$ cat config.mk
export PLATFORM = sky130hd
export DESIGN_NAME = i2c_bus_sniffer
export DESIGN_NICKNAME = d
export VERILOG_FILES = /design/src/rtl/i2c_sniff_pkg.sv /design/src/rtl/i2c_sniff_fifo.sv /design/src/rtl/i2c_bus_sniffer.sv
export SDC_FILE = /design/constraint.sdc
export NUM_CORES = 1
export LEC_CHECK = 0
export CORE_ASPECT_RATIO = 1.2
export CORE_MARGIN = 2
export CORE_UTILIZATION = 50
export DETAILED_ROUTE_END_ITERATION = 6
export PLACE_DENSITY = 0.78
export SLEW_MARGIN = 20
export SYNTH_ARGS = -nofsm -noshare
export SYNTH_HDL_FRONTEND = slang
export SYNTH_SLANG_ARGS = --single-unit
$ cat constraint.sdc
create_clock -name clk_50M -period 2.3 [get_ports clk_50M]
set_clock_uncertainty 0.1 [all_clocks]
set_input_delay 0.345 -clock clk_50M [delete_from_list [all_inputs] [get_ports clk_50M]]
set_output_delay 0.345 -clock clk_50M [all_outputs]
set_load 0.005 [all_outputs]
$ cat src/rtl/i2c_sniff_pkg.sv
// Shared types for the passive I2C bus sniffer: event tags, the 11-bit
// event record stored in the FIFO, and the decoder state encoding.
package i2c_sniff_pkg;

    typedef enum logic [1:0] {
        EV_START  = 2'd0,
        EV_STOP   = 2'd1,
        EV_BYTE   = 2'd2,
        EV_RSTART = 2'd3
    } ev_type_e;

    // 'type' is a reserved word, so the tag field is named ev_type.
    typedef struct packed {
        ev_type_e   ev_type;
        logic [7:0] data;
        logic       ack;
    } i2c_ev_t;

    typedef enum logic [1:0] {
        ST_IDLE,
        ST_DATA,
        ST_ACK
    } sniff_state_e;

    function automatic i2c_ev_t mk_ev(input ev_type_e t, input logic [7:0] d, input logic a);
        i2c_ev_t e;
        e.ev_type = t;
        e.data    = d;
        e.ack     = a;
        return e;
    endfunction

endpackage

$ cat src/rtl/i2c_sniff_fifo.sv
// Synchronous first-word-fall-through FIFO of i2c_ev_t records.
// Pointers carry one extra wrap bit to tell full from empty.
// A write while full is accepted only when a read happens in the same cycle.
module i2c_sniff_fifo
    import i2c_sniff_pkg::*;
#(
    parameter int unsigned DEPTH = 16
) (
    input  logic    clk_i,
    input  logic    rst_i,
    input  logic    wr_en_i,
    input  i2c_ev_t wr_data_i,
    input  logic    rd_en_i,
    output i2c_ev_t rd_data_o,
    output logic    full_o,
    output logic    empty_o
);

    localparam int unsigned AW = (DEPTH > 1) ? $clog2(DEPTH) : 1;

    logic [AW:0] wr_ptr_q;
    logic [AW:0] rd_ptr_q;
    i2c_ev_t     mem_q [DEPTH];
    logic        wr_fire;
    logic        rd_fire;

    assign empty_o   = (wr_ptr_q == rd_ptr_q);
    assign full_o    = (wr_ptr_q[AW] != rd_ptr_q[AW]) &&
                       (wr_ptr_q[AW-1:0] == rd_ptr_q[AW-1:0]);
    assign wr_fire   = wr_en_i && (!full_o || rd_en_i);
    assign rd_fire   = rd_en_i && !empty_o;
    assign rd_data_o = mem_q[rd_ptr_q[AW-1:0]];

    // Pointer update; both may advance in the same cycle.
    always_ff @(posedge clk_i) begin
        if (rst_i) begin
            wr_ptr_q <= '0;
            rd_ptr_q <= '0;
        end else begin
            if (wr_fire) wr_ptr_q <= wr_ptr_q + 1'b1;
            if (rd_fire) rd_ptr_q <= rd_ptr_q + 1'b1;
        end
    end

    // Storage write; contents need no reset since reads are gated by empty.
    always_ff @(posedge clk_i) begin
        if (wr_fire) mem_q[wr_ptr_q[AW-1:0]] <= wr_data_i;
    end

endmodule

$ cat src/rtl/i2c_bus_sniffer.sv
// Passive I2C monitor: synchronises SCL/SDA, optionally glitch-filters them,
// decodes START / repeated START / STOP / data bytes with ACK, and queues
// the events on a valid/ready stream. Never drives the bus.
// Optional feature macro: I2C_SNIFF_GLITCH_FILTER_EN (per-line FILT_LEN filter).
module i2c_bus_sniffer
    import i2c_sniff_pkg::*;
#(
    parameter int unsigned SYNC_STAGES = 2,
    parameter int unsigned FILT_LEN    = 4,
    parameter int unsigned FIFO_DEPTH  = 16
) (
    input  logic       clk_50M,
    input  logic       rst,
    input  logic       SCL,
    input  logic       SDA,
    output logic       ev_valid,
    input  logic       ev_ready,
    output logic [1:0] ev_type,
    output logic [7:0] ev_data,
    output logic       ev_ack,
    output logic       overflow,
    output logic       busy
);

`ifdef I2C_SNIFF_GLITCH_FILTER_EN
    localparam bit FILT_EN = 1'b1;
`else
    localparam bit FILT_EN = 1'b0;
`endif
    localparam int unsigned FILT_STAGES = FILT_EN ? FILT_LEN : 0;
    // Sync chain + filter, plus the line and previous-line registers that must
    // settle before a level difference can be trusted as a bus condition.
    localparam int unsigned ARM_MAX = SYNC_STAGES + FILT_STAGES + 2;
    localparam int unsigned ARM_W   = $clog2(ARM_MAX + 1);

    // Bit 1 = SCL, bit 0 = SDA throughout.
    logic [SYNC_STAGES-1:0] scl_sync_q;
    logic [SYNC_STAGES-1:0] sda_sync_q;
    logic [1:0]             line_sync;
    logic [1:0]             line_filt;
    logic [1:0]             line_q;
    logic [1:0]             line_prev_q;
    logic [ARM_W-1:0]       arm_cnt_q;
    logic                   armed;

    sniff_state_e state_q;
    logic [2:0]   bitcnt_q;
    logic [7:0]   shreg_q;
    logic         busy_q;
    logic         push_q;
    i2c_ev_t      ev_q;
    logic         overflow_q;

    logic    fifo_full;
    logic    fifo_empty;
    logic    pop;
    i2c_ev_t head;

    logic s, sp, d, dp;
    logic start_det, stop_det, rise_det;

    // Metastability synchronisers, preset to the idle (high) bus level.
    always_ff @(posedge clk_50M) begin
        if (rst) begin
            scl_sync_q <= '1;
            sda_sync_q <= '1;
        end else begin
            scl_sync_q <= {scl_sync_q[SYNC_STAGES-2:0], SCL};
            sda_sync_q <= {sda_sync_q[SYNC_STAGES-2:0], SDA};
        end
    end

    assign line_sync = {scl_sync_q[SYNC_STAGES-1], sda_sync_q[SYNC_STAGES-1]};

`ifdef I2C_SNIFF_GLITCH_FILTER_EN
    localparam int unsigned FCW = (FILT_LEN > 1) ? $clog2(FILT_LEN + 1) : 1;

    logic [1:0]     filt_q;
    logic [FCW-1:0] fcnt_q [2];

    // Accept a new level only after FILT_LEN consecutive differing samples.
    always_ff @(posedge clk_50M) begin
        if (rst) begin
            filt_q <= '1;
            for (int unsigned i = 0; i < 2; i++) fcnt_q[i] <= '0;
        end else begin
            for (int unsigned i = 0; i < 2; i++) begin
                if (line_sync[i] == filt_q[i]) begin
                    fcnt_q[i] <= '0;
                end else if (fcnt_q[i] == FCW'(FILT_LEN - 1)) begin
                    filt_q[i] <= line_sync[i];
                    fcnt_q[i] <= '0;
                end else begin
                    fcnt_q[i] <= fcnt_q[i] + 1'b1;
                end
            end
        end
    end

    assign line_filt = filt_q;
`else
    assign line_filt = line_sync;
`endif

    // Current and previous filtered line levels for edge/condition detection.
    always_ff @(posedge clk_50M) begin
        if (rst) begin
            line_q      <= '1;
            line_prev_q <= '1;
        end else begin
            line_q      <= line_filt;
            line_prev_q <= line_q;
        end
    end

    // Arm counter: blocks detection while the preset pipeline flushes.
    always_ff @(posedge clk_50M) begin
        if (rst) begin
            arm_cnt_q <= '0;
        end else if (!armed) begin
            arm_cnt_q <= arm_cnt_q + 1'b1;
        end
    end

    assign armed = (arm_cnt_q == ARM_W'(ARM_MAX));

    assign s  = line_q[1];
    assign d  = line_q[0];
    assign sp = line_prev_q[1];
    assign dp = line_prev_q[0];

    // START/STOP need SCL steady high, so a simultaneous SCL+SDA change is a data change.
    assign start_det = armed && sp && s && dp && !d;
    assign stop_det  = armed && sp && s && !dp && d;
    assign rise_det  = armed && !sp && s;

    // Protocol decoder with registered event push and busy flag.
    always_ff @(posedge clk_50M) begin
        if (rst) begin
            state_q  <= ST_IDLE;
            bitcnt_q <= '0;
            shreg_q  <= '0;
            busy_q   <= 1'b0;
            push_q   <= 1'b0;
            ev_q     <= '0;
        end else begin
            push_q <= 1'b0;
            if (stop_det) begin
                push_q   <= 1'b1;
                ev_q     <= mk_ev(EV_STOP, 8'h00, 1'b0);
                busy_q   <= 1'b0;
                bitcnt_q <= '0;
                state_q  <= ST_IDLE;
            end else if (start_det) begin
                push_q   <= 1'b1;
                ev_q     <= mk_ev((state_q == ST_IDLE) ? EV_START : EV_RSTART, 8'h00, 1'b0);
                busy_q   <= 1'b1;
                bitcnt_q <= '0;
                state_q  <= ST_DATA;
            end else if (rise_det) begin
                case (state_q)
                    ST_DATA: begin
                        shreg_q  <= {shreg_q[6:0], d};
                        bitcnt_q <= bitcnt_q + 1'b1;
                        if (bitcnt_q == 3'd7) state_q <= ST_ACK;
                    end
                    ST_ACK: begin
                        push_q   <= 1'b1;
                        ev_q     <= mk_ev(EV_BYTE, shreg_q, d);
                        bitcnt_q <= '0;
                        state_q  <= ST_DATA;
                    end
                    default: ;
                endcase
            end
        end
    end

    assign pop = ev_valid && ev_ready;

    // Sticky overflow: a push lost because the FIFO was full with no pop.
    always_ff @(posedge clk_50M) begin
        if (rst) begin
            overflow_q <= 1'b0;
        end else if (push_q && fifo_full && !pop) begin
            overflow_q <= 1'b1;
        end
    end

    i2c_sniff_fifo #(
        .DEPTH (FIFO_DEPTH)
    ) u_fifo (
        .clk_i     (clk_50M),
        .rst_i     (rst),
        .wr_en_i   (push_q),
        .wr_data_i (ev_q),
        .rd_en_i   (pop),
        .rd_data_o (head),
        .full_o    (fifo_full),
        .empty_o   (fifo_empty)
    );

    assign ev_valid = !fifo_empty;
    assign ev_type  = ev_valid ? head.ev_type : EV_START;
    assign ev_data  = ev_valid ? head.data    : 8'h00;
    assign ev_ack   = ev_valid ? head.ack     : 1'b0;
    assign overflow = overflow_q;
    assign busy     = busy_q;

endmodule
# == Yosys cells after proc, flatten, opt, wreduce, memory -nomap -nowiden ==
# Memories as Yosys holds them, arrays and structs flattened. A register that Yosys moved wholly into a read port is not among the register bits.
# Cells that the tools add are included.
# op_classes
n_mux,21
add_sub_neg,4
reduce_logical,37
n_bitwise,2
eq_ne,9
# ops
operator,count
11-bit two-way mux,3
1-bit logical AND,14
"5-bit by 1-bit adder with 5-bit output, second input constant",2
10-bit two-way mux,1
1-bit two-way mux,9
3-bit nonzero test,3
4-bit two-way mux,2
8-bit two-way mux,1
2-bit AND reduction,4
"3-bit by 1-bit adder with 3-bit output, second input constant",2
"3-bit == test, second input constant",2
1-bit logical NOT,6
2-bit two-way mux,3
3-bit case mux with 2 select lines,1
3-bit AND reduction,2
2-bit nonzero test,3
5-bit == test,1
4-bit == test,1
2-bit case mux with 2 select lines,1
4-bit AND reduction,1
"3-bit != test, second input constant",1
3-bit OR reduction,1
"2-bit by 1-bit == test with 1-bit output, second input constant",1
"2-bit == test, second input constant",1
other kinds (6),7
# totals
reg_bits,48
mem_bits_rw,176
mem_count,1
out_inout_bits,14
word_cells,92
# memory_table
memory,depth,word_bits,rd,rd_ports_with_merged_regs,write_ports,line,text
u_fifo.mem_q,16,11,1,1,1,i2c_sniff_fifo.sv:23,i2c_ev_t mem_q [DEPTH];

# == Depth between registers and ports, before layout ==
# Gate-level depths: netlist of the first run.
# depth
word_depth,7
depth_mapped,7
ltp_nobuf,6

# == By module ==
# A second synthesis of the first run with hierarchy kept.
# unflattened
hier_cells,518
hier_area_um2,9197.6
# modules_own_cells
mod,seq_area_each_um2,cells_per_inst,n_inst,area_each_um2
i2c_sniff_fifo,5565.3,331,1,7559.8
i2c_bus_sniffer,760.7,187,1,1637.8

# == Least setup slack after synthesis of the first run ==
# OpenSTA, ideal clock, no wires.
# synth_path
kind,register to register
startpoint,register u_fifo.wr_ptr_q[3]
endpoint,"memory u_fifo.mem_q[11][0] (netlist name), enable pin"
setup_time_ns,0.349
stages_incl_launch_ff,8
arrival_ns,1.538
n_path_buf,3
path_slack_ns,0.313
cell_sequence,dfxtp_1 buf_6 xnor2_2 and4_4 buf_6 a21oi_4 buf_6 and3_1
# synth_via
elab_chain_len,7
elab_cells_between_ends,10
classes_between,2 x eq/ne; 2 x mux; 6 x reduce/logical
# synth_rtl
item,line,text
"start, declared",i2c_sniff_fifo.sv:21,logic [AW:0] wr_ptr_q;
"start signal, assigned",i2c_sniff_fifo.sv:40,if (wr_fire) wr_ptr_q <= wr_ptr_q + 1'b1;
5-bit == test or 4-bit == test (tied branches),"i2c_sniff_fifo.sv:27, i2c_sniff_fifo.sv:29",
1-bit logical NOT or 1-bit logical AND (tied branches),"i2c_bus_sniffer.sv:203, i2c_sniff_fifo.sv:28",
1-bit logical AND or 1-bit logical NOT (tied branches),"i2c_bus_sniffer.sv:179, i2c_sniff_fifo.sv:30",
1-bit logical OR,i2c_sniff_fifo.sv:30,assign wr_fire = wr_en_i && (!full_o || rd_en_i);
1-bit logical AND,i2c_sniff_fifo.sv:30,
1-bit two-way mux,i2c_sniff_fifo.sv:47,if (wr_fire) mem_q[wr_ptr_q[AW-1:0]] <= wr_data_i;
1-bit two-way mux (implied by the code),i2c_sniff_fifo.sv:47,
"end, declared",i2c_sniff_fifo.sv:23,
# Parallel ways exist; a longest one is shown, timed or not.

==> results.json, run 1 <==
{
  "status": "finished with violations",
  "violations": "setup timing",
  "initialDrtViolationCount": 490,
  "synth_edf_count": 176,
  "cap_violations": 0,
  "synth_flop_cell": "edfxtp_1",
  "rsz0062_at_grt": "yes",
  "die_h_um": 153,
  "gp_congestion": 0.824,
  "cts_tree": "yes",
  "clock.fmax_mhz": 370,
  "p_int_mw": 6.34,
  "die_w_um": 128,
  "synth-seq-cells": 228,
  "ys_types": 53,
  "setup_ws_ns": -0.401,
  "finalHoldViolCount": 0,
  "drive_gt1_share_pct": 26.3,
  "critPathRequiredTime_ns": 1.86,
  "power_density_nw_per_um2": 715,
  "startpoint_type": "flip-flop",
  "overflow": 0,
  "crit_type": "flip-flop to primary output",
  "grt_util_all_layers_pct": 20.2,
  "yosysSeqAreaShare_pct": 68.3,
  "ys_async_sr_fraction_pct": 0,
  "swShare_pct": 19.5,
  "yosysTopAreaCell": "edfxtp_1",
  "finish.utilization_pct": 60.6,
  "cts.sink_count": 228,
  "core_um2": 18200,
  "synth_area_leaders": "edfxtp_1, dfxtp_1, mux4_2, mux2i_1, a21oi_1",
  "antenna_left": 0,
  "p_seq_share_pct": 55.9,
  "clock-root-buffer": "clkbuf_16",
  "num_rows": 54,
  "placed_cell_area_um2": 10100,
  "p_clk_share_pct": 42.3,
  "synth_nets": 618,
  "worstSetupEndpointType": "primary output",
  "setup_viol_count_final": 11,
  "crit_path_max_fanout": 4,
  "routed_wl_um": 19400,
  "power.leakage_nw": 3.66,
  "vias": 5379,
  "portBuffers": 18,
  "ioPinCount": 19,
  "hpwlAfterDp_um": 11800,
  "worst_slew_pin_slew_ns": 0.936,
  "grt_pass1_wl_um": 30200,
  "stdcell_area_um2": 11000,
  "insertion_delay_ns": 0.51,
  "fin_crit_ns": 2.70,
  "fin_crit_sh_pct": 117,
  "avgSynthCellArea_um2": 15.4,
  "synth_common_cells": "edfxtp_1, dfxtp_1, nand2_1, a21oi_1, mux2i_1",
  "die_area_um2": 19600,
  "synth.top_cell.area_share_pct": 57.0,
  "cts_max_path_buffers": 3,
  "p_comb_share_pct": 1.8,
  "htreeDepth": 1,
  "slew_headroom_pct": 37.2,
  "total_power_mw": 7.88,
  "switching_power_mw": 1.54,
  "viasPerCell": 5.94,
  "syn2layout_area_growth_pct": 18.9,
  "synthCells": 601,
  "arrival_ns": 2.26,
  "initial_core_util_pct": 51.0,
  "clk_pin_slew_worst_paths_ns": 0.06,
  "first_pass_iters": 5,
  "grt_max_degree": 41,
  "grt_pass1_vias": 5533,
  "yosysWarnings": 0,
  "drv_slew": 0,
  "irDropWorstVdd_mv": 0.553,
  "drc": 0,
  "synth_area_um2": 9270,
  "antenna_found_initial": 1,
  "cts_buffers": 22,
  "min_path_type": "flip-flop to flip-flop",
  "nets": 682,
  "synth.most_common_cell": "edfxtp_1",
  "post_drt_wl_per_cell_um": 21.4
}
## power by group through the flow
stage / clock [mW] / sequential (mW) / combinational, mW
after floorplan: 0 / 4.49 / 0.105
after global placement: 0 / 4.49 / 0.134
after detailed placement: 0 / 4.49 / 0.143
after CTS: 3.39 / 4.40 / 0.144
after global routing: 3.55 / 4.40 / 0.161
final: 3.33 / 4.40 / 0.143
## critical path, cell delays in order (launching register included)
cell and delay, ns:
dfxtp_4 0.39, buf_12 0.11, buf_8 0.11, buf_12 0.10, mux4_2 0.51, mux2i_2 0.19
or2_1 0.15, a21oi_2 0.06, buf_2 0.13
## repair_timing
item,4_1_cts,5_1_grt
hold buffers,0,0
resized for setup,78,10
setup buffers,12,4
gates cloned,2,0
endpoints found under the setup margin,12,12
pin swaps,21,13
## per-stage QoR
step / TNS (ns) / std cells / hold slack, ns / setup slack [ns]
floorplan: 0 / 601 / 0.289 / 0.313
global placement: -0.955 / 852 / 0.295 / -0.128
detailed placement: -1.39 / 852 / 0.294 / -0.165
CTS: -4.18 / 906 / 0.303 / -0.464
global route: -4.40 / 905 / 0.313 / -0.502
finish: -3.43 / 906 / 0.305 / -0.401
## registers in the layout, summed over array words and instances (netlist names), 2 cells and up, named ones only
register,count
arm_cnt_q,3
ev_q,11
line_prev_q,2
sda_sync_q,2
shreg_q,8
u_fifo.wr_ptr_q,5
state_q,2
u_fifo.mem_q,176
u_fifo.rd_ptr_q,5
bitcnt_q,3
scl_sync_q,2
line_q,2
## cell type report
class,count,area [um^2]
sequential,228,6340
multi-input combinational,328,2790
tap,224,280
clock buffer,30,622
fill,1298,7150
inverter,13,48.8
timing repair buffer,72,886
antenna,1,2.50
clock inverter,10,48.8
## cell families (layout without fill, tap and decap cells)
family | after synthesis | count (layout) | share of synthesized area [%]
flip-flops | 228 | 228 | 68.3
XOR/XNOR | 7 | 7 | 0.824
AO/OA/AOI/OAI | 74 | 74 | 5.06
adder cells (fa/ha/maj) | 12 | 12 | 1.62
AND/OR/NAND/NOR | 161 | 161 | 8.95
multiplexers | 74 | 74 | 12.5
buffers and inverters | 45 | 125 | 2.74
other | 0 | 1 | 0
## final timing paths
| check | start | endpoint | slack [ns] | cells past startpoint |
|---|---|---|---|---|
| worst max-delay path | flip-flop | ev_data[7] | -0.40 | 8 |
| worst min-delay path | sda_sync_q[0]$_SDFF_PP1_ | sda_sync_q[1]$_SDFF_PP1_ | 0.30 | 1 |
| worst max register to register | u_fifo.wr_ptr_q[1]$_SDFFE_PP0P_ | u_fifo.mem_q[13][3]$_DFFE_PP_ | 0.29 | 6 |
| worst min register to register | sda_sync_q[0]$_SDFF_PP1_ | sda_sync_q[1]$_SDFF_PP1_ | 0.30 | 1 |
## metal layers
| metal | vias up | part of all wire (%) | GRT usage, % |
|---|---|---|---|
| li1 | 2417 | - | - |
| met2 | 234 | 53 | 36.1 |
| met3 | 47 | 6.8 | 3.29 |
| met1 | 2681 | 37 | 24.3 |
| met5 | - | 0 | 0 |
| met4 | 0 | 2.9 | 7.74 |
## layout by cell type (no fill, tap or decap), types with 3 or more instances in the layout
master	count
nand3_1	25
o21ai_0	6
mux4_2	33
mux2i_1	31
clkinv_1	3
or2_2	8
inv_1	13
clkinv_2	6
dfxtp_2	4
clkbuf_16	23
a21oi_1	30
nand2_1	47
nand2b_1	8
o2111ai_1	4
and3_1	15
clkbuf_1	5
a21oi_2	11
dfxtp_4	3
edfxtp_1	176
mux2_2	6
buf_12	27
or2_1	10
nor2b_1	5
buf_6	3
nor2_1	20
dfxtp_1	45
ha_1	12
clkdlybuf4s50_1	6
nand4_1	4
xnor2_2	4
a22oi_1	7
buf_4	23
mux2i_2	3
buf_2	11
Note: power is estimated with default switching activity, not from simulation.
==> run 2: changes to the inputs <==
--- a/config.mk
+++ b/config.mk
@@ -10,7 +10,8 @@
 export CORE_UTILIZATION = 50
 export DETAILED_ROUTE_END_ITERATION = 6
 export PLACE_DENSITY = 0.78
-export SLEW_MARGIN = 20
+export REMOVE_ABC_BUFFERS = 1
+export SLEW_MARGIN = 25
 export SYNTH_ARGS = -nofsm -noshare
 export SYNTH_HDL_FRONTEND = slang
 export SYNTH_SLANG_ARGS = --single-unit
==> run 2 against run 1 <==
Effect of this change:
- the flow still finishes with violations (setup timing)
- sequential share of layout area is 0.27 points lower
- hold slack worse by 0.0040 ns
- global-route usage increased by 0.17 points
- first-iteration DRC count fell by 1.4%
- wire length up 1.1%
- die area unchanged
- count of clock-buffer cells in the layout fell by 1
- largest cell class unchanged
- largest power group unchanged
==> results.json, run 2 (synthesized netlist as in run 1, its figures left out) <==
{
  "status": "finished with violations",
  "violations": "setup timing",
  "total_power_mw": 7.87,
  "ff2ff_path_depth": 5,
  "min_path_type": "primary input to flip-flop",
  "antenna_found_initial": 0,
  "hold_path_startpoint": "SCL",
  "overflow": 0,
  "rsz0062_at_grt": "yes",
  "die_h_um": 153,
  "drive_gt1_share_pct": 25.5,
  "fillers": 1293,
  "mostFrequentLayoutCells": "edfxtp_1, nand2_1, dfxtp_1, mux4_2, a21oi_1",
  "die_area_um2": 19600,
  "critPathMaxStageDelay_ns": 0.54,
  "multiInputGateArea_um2": 2790,
  "clock-root-buffer": "clkbuf_16",
  "cp_top_family": "multiplexers",
  "grt_util_all_layers_pct": 20.4,
  "whs_endpoint": "scl_sync_q[0]$_SDFF_PP1_",
  "worst_slew_pin_slew_ns": 1.04,
  "power.leakage_nw": 3.71,
  "diodes": 0,
  "clock.fmax_mhz": 371,
  "grt_pass1_vias": 5546,
  "largest_reg_flops": 176,
  "r2r-start": "arm_cnt_q[0]$_SDFFE_PP0P_",
  "ioPinCount": 19,
  "initial_core_util_pct": 51.0,
  "nets": 689,
  "htreeDepth": 1,
  "grt_pass1_wl_um": 30600,
  "finalHoldViolCount": 0,
  "finalSetupTns_ns": -3.71,
  "post_drt_wl_per_cell_um": 21.5,
  "antenna_left": 0,
  "slew_headroom_pct": 30.3,
  "syn2layout_area_growth_pct": 19.3,
  "drv_slew": 0,
  "vias": 5368,
  "arrival_ns": 2.25,
  "critPathRequiredTime_ns": 1.86,
  "crit_type": "flip-flop to primary output",
  "crit_path_max_fanout": 5,
  "path_buf_inv": 3,
  "gp_congestion": 0.823,
  "r2r-end": "bitcnt_q[0]$_SDFFE_PP0P_",
  "path_cells": "buf_12 -> buf_8 -> mux4_2 -> mux2i_4 -> or2_1 -> a21oi_1 -> buf_2",
  "cts-hold-fix-buffers": 0,
  "first_pass_iters": 6,
  "power_density_nw_per_um2": 711,
  "setup_ws_ns": -0.397,
  "r2r_slack_ns": 0.17,
  "die_w_um": 128,
  "hpwlAfterDp_um": 12100,
  "fin_crit_ns": 2.70,
  "grt_max_degree": 37,
  "insertion_delay_ns": 0.51,
  "fin_crit_sh_pct": 117,
  "startpoint_type": "flip-flop",
  "num_rows": 54,
  "worstSetupEndpointType": "primary output",
  "initialDrtViolationCount": 483,
  "core_um2": 18200,
  "cts_buffers": 22,
  "holdPathStages": 2,
  "viasPerCell": 5.89,
  "crit_path_top_delay_cell": "mux4_2",
  "clk_pin_slew_worst_paths_ns": 0.06,
  "mostFrequentLayoutCell": "edfxtp_1",
  "cts.sink_count": 228,
  "cts_max_path_buffers": 3,
  "irDropWorstVdd_mv": 0.548,
  "portBuffers": 18,
  "regArea_um2": 6330,
  "cap_violations": 0,
  "drc": 0,
  "cts_tree": "yes",
  "setup_viol_count_final": 11,
  "routed_wl_um": 19600
}
## run 2: changes by cell type in the layout (fill, tap and decap cells not counted), moves of 3 or more
cell,delta
clkinv_1,+4
clkinv_2,-3
mux2i_4,+3
a21oi_1,+3
buf_4,+3
buf_6,+5
a21oi_2,-3
## run 2: worst register-to-register path: stages, from the launching register on
cell and delay, ns:
dfxtp_1 0.33, inv_1 0.07, ha_1 0.24, nand4_1 0.21
o21ai_1 0.87, a21oi_1 0.13
## run 2: how the worst max path moves through the flow
stage	startpoint	slack [ns]	endpoint	cells past startpoint
after floorplan	flip-flop	-0.84	ev_data[0]	4
after CTS	flip-flop	-0.42	ev_data[4]	7
final	flip-flop	-0.40	ev_data[2]	7
after global routing	flip-flop	-0.46	ev_data[4]	7
after detailed placement	flip-flop	-0.13	ev_data[2]	6
after global placement	flip-flop	-0.14	ev_data[2]	6
## run 2: per-stage QoR
stage	util [%]	cells	worst slack [ns]	instance area [um^2]	hold slack [ns]
CTS	60.6	910	-0.417	11000	0.290
floorplan	-	569	-0.839	9060	0.289
detailed placement	55.8	859	-0.134	10100	0.297
finish	60.9	911	-0.397	11100	0.300
global route	60.9	911	-0.457	11100	0.309
global placement	55.8	859	-0.144	10100	0.297
## run 2: final cells by class
cell class | count | share of cell area, %
Multi-Input combinational cell | 328 | 25.2
Timing Repair Buffer | 79 | 8.61
Tap cell | 224 | 2.53
Clock inverter | 10 | 0.373
Sequential cell | 228 | 57.3
Clock buffer | 29 | 5.59
Inverter | 13 | 0.441
## run 2: per-layer routing
metal | global-route usage, % | vias to the layer above | wire [um]
met5 | 0 | - | 0
met2 | 35.2 | 215 | 10300
met3 | 2.91 | 48 | 1200
li1 | - | 2430 | -
met4 | 8.27 | 0 | 681
met1 | 25.7 | 2675 | 7400
## run 2: power breakdown
part / internal, mW / leakage [nW] / switching [mW] / total (mW)
Clock: 1.88 / 0.325 / 1.44 / 3.32
Combinational: 0.0606 / 1.33 / 0.0847 / 0.145
Sequential: 4.39 / 2.05 / 0.0147 / 4.41
Total: 6.33 / 3.71 / 1.54 / 7.87
## run 2: repair_timing
item	in CTS	in global routing
cloned	1	0
pin swaps	21	12
endpoints found under the setup margin	12	12
buffers inserted	11	2
resized for setup	74	11
